### config.mk
export PLATFORM = sky130hd
export DESIGN_NAME = instr_fetch_queue
export DESIGN_NICKNAME = d
export VERILOG_FILES = /design/src/rtl/riscv_pkg.sv /design/src/rtl/instr_fetch_queue_storage.sv /design/src/rtl/instr_fetch_queue.sv
export SDC_FILE = /design/constraint.sdc
export NUM_CORES = 1
export LEC_CHECK = 0
export ABC_AREA = 1
export BUFFER_PORTS_ARGS = -buffer_cell sky130_fd_sc_hd__buf_2
export CAP_MARGIN = 20
export CORE_UTILIZATION = 38
export CTS_BUF_LIST = sky130_fd_sc_hd__clkbuf_16
export DETAILED_ROUTE_END_ITERATION = 6
export GPL_TIMING_DRIVEN = 0
export PLACE_DENSITY = 0.59
export SLEW_MARGIN = 20
export SYNTH_ARGS = -nofsm -noshare
export SYNTH_HDL_FRONTEND = slang
export SYNTH_SLANG_ARGS = --single-unit
### constraint.sdc
create_clock -name clk -period 5.4 [get_ports clk]
set_clock_uncertainty 0.05 [all_clocks]
set_input_delay 1.08 -clock clk [delete_from_list [all_inputs] [get_ports clk]]
set_output_delay 1.08 -clock clk [all_outputs]
set_load 0.01 [all_outputs]
### src/rtl/riscv_pkg.sv
// ---------------------------------------------------------------------------
// riscv_pkg
// Shared definitions for the fetch/decode boundary of the RISC-V core.
//   XLEN          : width of instruction, PC and PC+4 fields
//   NOP_INSTR     : addi x0,x0,0, shown to decode when nothing is queued
//   fetch_entry_t : one queued fetch result {instr, pc, pc_plus4}
//   next_pc       : sequential PC helper (PC + 4, wraps mod 2^XLEN)
// ---------------------------------------------------------------------------
package riscv_pkg;

  localparam int XLEN = 32;
  localparam logic [XLEN-1:0] NOP_INSTR = 32'h00000013;

  typedef struct packed {
    logic [XLEN-1:0] instr;
    logic [XLEN-1:0] pc;
    logic [XLEN-1:0] pc_plus4;
  } fetch_entry_t;

  function automatic logic [XLEN-1:0] next_pc(input logic [XLEN-1:0] pc);
    return pc + XLEN'(4);
  endfunction

endpackage

### src/rtl/instr_fetch_queue_storage.sv
// ---------------------------------------------------------------------------
// fetchq_storage
// DEPTH x fetch_entry_t register array with one synchronous write port and
// one asynchronous read port. Contents are not reset; the owning queue
// masks unwritten slots using its occupancy count.
// Ports:
//   clk      in  : core clock
//   wr_en    in  : write wr_data into slot wr_addr on the rising edge
//   wr_addr  in  : write slot index
//   wr_data  in  : entry to store
//   rd_addr  in  : read slot index
//   rd_data  out : entry currently held at rd_addr (combinational)
// ---------------------------------------------------------------------------
module fetchq_storage
  import riscv_pkg::*;
#(
  parameter int DEPTH = 4,
  parameter int AW    = 2
) (
  input  logic         clk,
  input  logic         wr_en,
  input  logic [AW-1:0] wr_addr,
  input  fetch_entry_t wr_data,
  input  logic [AW-1:0] rd_addr,
  output fetch_entry_t rd_data
);

  fetch_entry_t mem_q [DEPTH];

  generate
    for (genvar gi = 0; gi < DEPTH; gi++) begin : g_slot
      always_ff @(posedge clk) begin
        if (wr_en && (wr_addr == AW'(gi))) begin
          mem_q[gi] <= wr_data;
        end
      end
    end
  endgenerate

  assign rd_data = mem_q[rd_addr];

endmodule

### src/rtl/instr_fetch_queue.sv
// ---------------------------------------------------------------------------
// instr_fetch_queue
// Decoupling FIFO between instruction fetch and decode. Buffers
// {instruction, PC, PC+4} entries so an imem burst survives decode stalls,
// presents the head entry to decode, and is emptied on a redirect.
//
// Optional feature macro: FETCHQ_BYPASS_EN
//   defined   : an entry offered into an empty queue is forwarded to the
//               decode outputs in the same cycle (and not stored if decode
//               consumes it immediately).
//   undefined : outputs depend only on registered state; 1-cycle latency.
//
// Ports:
//   clk       in  : core clock, all state on rising edge
//   rst       in  : asynchronous active-low reset
//   InValid   in  : fetch offers an entry
//   InReady   out : queue can accept an entry (not full)
//   InstrF    in  : fetched instruction word
//   PCF       in  : PC of InstrF
//   OutValid  out : head entry valid for decode
//   OutReady  in  : decode consumes the head this cycle
//   InstrD    out : head instruction, NOP_INSTR when empty
//   PCD       out : head PC, 0 when empty
//   PCPlus4D  out : head PC+4, 0 when empty
//   Flush     in  : synchronous discard of all entries (wins over push/pop)
//   Count     out : current occupancy
// ---------------------------------------------------------------------------
module instr_fetch_queue
  import riscv_pkg::*;
#(
  parameter int DEPTH = 4
) (
  input  logic                     clk,
  input  logic                     rst,
  input  logic                     InValid,
  output logic                     InReady,
  input  logic [XLEN-1:0]          InstrF,
  input  logic [XLEN-1:0]          PCF,
  output logic                     OutValid,
  input  logic                     OutReady,
  output logic [XLEN-1:0]          InstrD,
  output logic [XLEN-1:0]          PCD,
  output logic [XLEN-1:0]          PCPlus4D,
  input  logic                     Flush,
  output logic [$clog2(DEPTH):0]   Count
);

  localparam int AW = $clog2(DEPTH);
  localparam int CW = AW + 1;

  logic [AW-1:0] rd_ptr_q, rd_ptr_d;
  logic [AW-1:0] wr_ptr_q, wr_ptr_d;
  logic [CW-1:0] count_q,  count_d;

  fetch_entry_t in_entry;
  fetch_entry_t head_entry;

  logic empty;
  logic full;
  logic push;
  logic bypass;
  logic wr_en;
  logic rd_en;

  fetchq_storage #(
    .DEPTH (DEPTH),
    .AW    (AW)
  ) u_storage (
    .clk     (clk),
    .wr_en   (wr_en),
    .wr_addr (wr_ptr_q),
    .wr_data (in_entry),
    .rd_addr (rd_ptr_q),
    .rd_data (head_entry)
  );

  // Handshake and next-state control
  always_comb begin
    empty    = (count_q == '0);
    full     = (count_q == CW'(DEPTH));
    in_entry = '{instr: InstrF, pc: PCF, pc_plus4: next_pc(PCF)};

    // A push offered in a flush cycle is dropped.
    push = InValid && !full && !Flush;

`ifdef FETCHQ_BYPASS_EN
    bypass = empty && InValid && !Flush;
`else
    bypass = 1'b0;
`endif

    // A bypassed entry consumed in the same cycle is never stored.
    wr_en = push && !(bypass && OutReady);
    // Pops of stored entries only; OutReady while empty is ignored.
    rd_en = !empty && OutReady && !Flush;

    rd_ptr_d = rd_ptr_q;
    wr_ptr_d = wr_ptr_q;
    count_d  = count_q;

    if (Flush) begin
      rd_ptr_d = '0;
      wr_ptr_d = '0;
      count_d  = '0;
    end else begin
      // DEPTH is a power of two, so pointer overflow is the modulo wrap.
      if (wr_en) wr_ptr_d = wr_ptr_q + AW'(1);
      if (rd_en) rd_ptr_d = rd_ptr_q + AW'(1);
      count_d = count_q + CW'(wr_en) - CW'(rd_en);
    end
  end

  always_ff @(posedge clk or negedge rst) begin
    if (!rst) begin
      rd_ptr_q <= '0;
      wr_ptr_q <= '0;
      count_q  <= '0;
    end else begin
      rd_ptr_q <= rd_ptr_d;
      wr_ptr_q <= wr_ptr_d;
      count_q  <= count_d;
    end
  end

  // Decode-side outputs
  always_comb begin
    InReady = !full;
    Count   = count_q;
    if (bypass) begin
      OutValid = 1'b1;
      InstrD   = in_entry.instr;
      PCD      = in_entry.pc;
      PCPlus4D = in_entry.pc_plus4;
    end else if (!empty) begin
      OutValid = 1'b1;
      InstrD   = head_entry.instr;
      PCD      = head_entry.pc;
      PCPlus4D = head_entry.pc_plus4;
    end else begin
      OutValid = 1'b0;
      InstrD   = NOP_INSTR;
      PCD      = '0;
      PCPlus4D = '0;
    end
  end

endmodule

**Yosys cells after proc, flatten, opt, wreduce, memory -nomap -nowiden**

Memories as Yosys holds them, arrays and structs flattened.
Index checks and enable logic that the tools add are counted.

- Register bits after elaboration: 7
- Latch bits: 0
- Memory bits (writable): 384
- ROM bits: 0
- Bits of input ports: 69
- Output and inout port bits: 101
- Logic and storage cells: 57
- Memories: 1

Memories:

| name | depth | width | read ports | clocked after memory_dff | write ports | RTL line | source |
|---|---|---|---|---|---|---|---|
| u_storage.mem_q | 4 | 96 | 1 | 0 | 1 | instr_fetch_queue_storage.sv:28 | `fetch_entry_t mem_q [DEPTH];` |

- Add/subtract/negate cells: 5
- $mul: 0
- Divide/modulo/power cells: 0
- Order comparisons: 0
- Eq/ne operators: 4
- Shift-type cells: 0
- Multiplexer cells: 26
- Bitwise gates (word level): 0
- Reductions and logical operators: 18

Operator list:

| cell | number |
|---|---|
| $mux W96 | 3 |
| $reduce_or A96 Y1 | 3 |
| $mux W32 | 3 |
| $add A32 B3 Y32 const B | 1 |
| $mux W2 | 7 |
| $mux W1 | 12 |
| $logic_and A1 B1 Y1 | 8 |
| $add A2 B1 Y2 const B | 2 |
| $eq A2 B2 Y1 const B | 2 |
| $reduce_bool A2 Y1 | 2 |
| $add A3 B1 Y3 | 1 |
| $eq A3 B3 Y1 const B | 1 |
| $logic_not A1 Y1 | 3 |
| $logic_not A3 Y1 | 1 |
| $mux W3 | 1 |
| $sub A3 B1 Y3 | 1 |
| $eq A2 B1 Y1 const B | 1 |
| $logic_not A2 Y1 | 1 |

**Longest topological paths before layout**

- Depth in word-level cells: 11
- Gate-level depth with buffers: 13

**By module**

Synthesis repeated with hierarchy kept, for this count alone.

- Cell total of the unflattened synthesis: 1924
- Area, all modules: 18096.1 um^2

By module, submodules not included:

| module | times used | cells each | area each (um^2) | seq. area each (um^2) |
|---|---|---|---|---|
| fetchq_storage | 1 | 1512 | 16077.9 | 11531.1 |
| instr_fetch_queue | 1 | 412 | 2018.2 | 175.2 |

**Worst setup path after synthesis**

Ideal clock, no wire load.

- Path type: input -> register
- From: input port Flush
- To: memory u_storage.mem_q[0][10] (netlist name) (enable)
- Setup time: 0.548 ns
- Data arrival time: 5.339 ns
- Data required time: 4.802 ns
- Path slack: -0.537 ns
- Stages on the path: 3
- Buffers on the path: 0
- Cell sequence: inv_1 nand3_1 nor2_1

- Cells in the longest elaborated chain, start to end: 9

Ends and longest elaborated chain:

| what | RTL line | source |
|---|---|---|
| start: declaration | instr_fetch_queue.sv:44 | `input logic Flush,` |
| $logic_not A1 Y1 * | instr_fetch_queue.sv:84 | `push = InValid && !full && !Flush;` |
| $logic_and A1 B1 Y1 * | instr_fetch_queue.sv:84 |  |
| $logic_and A1 B1 Y1 | instr_fetch_queue_storage.sv:33 | `if (wr_en && (wr_addr == AW'(gi))) begin` |
| $mux W1 | instr_fetch_queue_storage.sv:33 |  |
| $mux W1 (not written as such) | instr_fetch_queue_storage.sv:34 | `mem_q[gi] <= wr_data;` |
| $reduce_or A96 Y1 (no source line) | -- |  |
| $mux W2 (no source line) or $mux W1 (tied branches) (3 in a row) | -- |  |
| end: declaration | instr_fetch_queue_storage.sv:28 |  |

Every way passes the cells marked *; elsewhere a longest branch is shown, timed or not.

**Worst setup path in the final report**

- From: register rd_ptr_q[0]
- To: output port PCD[7]

- Cells in the longest elaborated chain, start to end: 2

Ends and longest elaborated chain:

| what | RTL line | source |
|---|---|---|
| start: declaration | instr_fetch_queue.sv:51 | `logic [AW-1:0] rd_ptr_q, rd_ptr_d;` |
| start signal: assignment | instr_fetch_queue.sv:119 | `rd_ptr_q <= rd_ptr_d;` |
| $mem_v2 Z4 W96 | -- |  |
| $mux W32 | instr_fetch_queue.sv:134 | `end else if (!empty) begin` |
| end: declaration | instr_fetch_queue.sv:42 | `output logic [XLEN-1:0] PCD,` |

No other way between the ends.

==> metrics.txt <==
crit path capture type=primary output; WP data required=4.27 ns; achievable frequency=259.1 MHz; worst-path fanout max=10; most frequent cells in the layout=nor2_1 (404), edfxtp_1 (376), buf_2 (200); Max Slew Vio Count=0; TritonCTS clock tree=done; Yosys warnings=0; DIE AREA=42350 um^2; input/output buffers=169; core area=40920 um^2; worst hold path type=input pin to asynchronous set/reset pin; HPWL Detailed=27860 um; I/O pins=170; critical path class=flop to primary output; Vias=10731; Yosys top cell by area=edfxtp_1; P&R area growth vs syn=21.27%; global-route wire length before repair=62490 um; PnR worst setup slack=1.540 ns; final setup violation count=0; Hold Fails Final Rpt=0; status=finished, final reports clean; Max Cap Violations=0; Synth Cell Area=15780 um^2; drt drc=0; Synth Register Bits=383; commonest non-fill, non-tap cell in the layout=nor2_1; Seq/Total Area, Yosys=72.65%; drt first pass iters=7; CTS buffer count=42; fillers=3681; Startpoint Class=flop; Detail Route Antenna Nets=0; post-route minimum period=3.860 ns; Hold WS=0.3191 ns; antenna violations before repair=5; total design power=9.426 mW; cell count after synthesis=1340; Synth top area share=71.54%; worst-margin pin slew=0.7824 ns; Placement Rows=74; P_leak=7.112 nW; WP data arrival=2.73 ns; per-cell routed wire length=19.70 um; Die Y=205.8 um; Synth cell types=27; Async SR Flop Fraction=1.828%; Setup TNS=0 ns; CTS resizes=0; # H-tree levels=2; share of cells above drive strength 1=19.59%; Non-Filler Instances=2138; syn avg cell area=11.78 um^2; Final period util=71.48%; syn_nets=1417; largest cells by area after synthesis=edfxtp_1 (72%), nor2_1 (9.7%), o21ai_0 (5.7%); initial core utilization=38.57%; placed cell count=2058; setup slack after placement=1.833 ns; RSZ-0062 raised after global routing=false; Clock Tree Root=clkbuf_16; Hold-fix buffers, CTS=0; fin nets=1647; Max transition margin=47.72%; Worst-path clk slew=0.06 ns; Post-synth EDFFs=376; PD cells=492.5 nW/um^2; postcts setup bufs=0; clock sinks=383; largest net degree at the start of global routing=23; routability cong.=0.8207; worst ir drop on vdd=0.0002183 V; 1st-iter DRT viols=828; clk_lat worst skew=0.54 ns; Chip Width=205.8 um; vias in the first global route=10022; drt via density=5.019; All-Layer GR Usage=20.06%; gr ovfl total=0; total length of routed wires=42110 um; CTS Buffer Depth=3; Main synth FF type=edfxtp_1
## metal layers
layer	GRT usage, %	vias up	routed length (um)
met4	5.751	6	767
li1	-	5128	-
met5	0	-	37
met3	3.817	57	2902
met1	27.91	5191	18410
met2	31.97	349	19990
## synthesized netlist by cell type, types with 3 or more instances
| library cell | number |
|---|---|
| a21oi_1 | 98 |
| ha_1 | 7 |
| nand3b_1 | 8 |
| clkbuf_2 | 8 |
| nand2_1 | 102 |
| o21ai_0 | 181 |
| inv_1 | 31 |
| buf_2 | 31 |
| edfxtp_1 | 376 |
| xor2_1 | 12 |
| o21ai_1 | 8 |
| nand3_1 | 11 |
| nor2_4 | 3 |
| dfrtp_1 | 7 |
| buf_4 | 15 |
| clkbuf_1 | 17 |
| nor2_1 | 408 |
| xnor2_1 | 4 |
## critical path, stage by stage, from the launching register on
cell      delay [ns]
dfrtp_1         0.36
buf_4           0.21
inv_2           0.26
clkbuf_1        0.60
o21ai_0         0.19
a21oi_1         0.36
buf_2           0.20
## stage by stage
step           util, %  area [um^2]
2_1_floorplan        -        15780
3_3_place_gp     42.26        17290
3_5_place_dp     43.29        17720
4_1_cts          46.75        19130
5_1_grt          46.76        19140
6_report         46.77        19140
## path summary, 6_finish.rpt
| check | from | cells past startpoint | slack [ns] | to |
|---|---|---|---|---|
| worst max-delay path | rd_ptr_q[0] | 6 | 1.54 | PCD[7] |
| worst min-delay path | rst | 1 | 0.32 | wr_ptr_q[0] |
| worst max register to register | Count[1] | 7 | 2.68 | u_storage.mem_q[2][69] |
| worst min register to register | wr_ptr_q[0] | 1 | 0.53 | wr_ptr_q[0] |
| max in group asynchronous | rst | 1 | 4.81 | Count[1] |
| min in group clk | wr_ptr_q[0] | 1 | 0.53 | wr_ptr_q[0] |
## where the power goes
part	leakage, nW	total, mW	switching [mW]	internal [mW]
Combinational	2.88	3.01	2.06	0.951
Sequential	3.50	3.52	0.0481	3.47
Clock	0.724	2.90	1.12	1.78
## flip-flops by register name, indices dropped and copies added (netlist names)
name             count
u_storage.mem_q    376
Count                3
rd_ptr_q             2
wr_ptr_q             2
## cells by family after synthesis
logic type | Yosys count | synth area share, %
compound gates | 287 | 9.101
xor+xnor | 16 | 0.8879
fa+ha+maj | 8 | 0.6818
buf+inv | 107 | 3.306
flops | 383 | 72.65
simple gates | 539 | 13.37
## final cells by class
type                       count  area (um^2)  share of cell area [%]
sequential                   383        11470                   59.91
multi-input combinational    850         3825                   19.98
timing repair buffer         186         1239                   6.472
clock buffer                  45         1126                   5.884
tap                          532        665.6                   3.478
buffer                        74        397.9                   2.079
clock inverter                32        289.0                   1.510
inverter                      33        123.9                  0.6472
antenna                        3        7.507                 0.03922
Power figures use the tool's default switching activity.
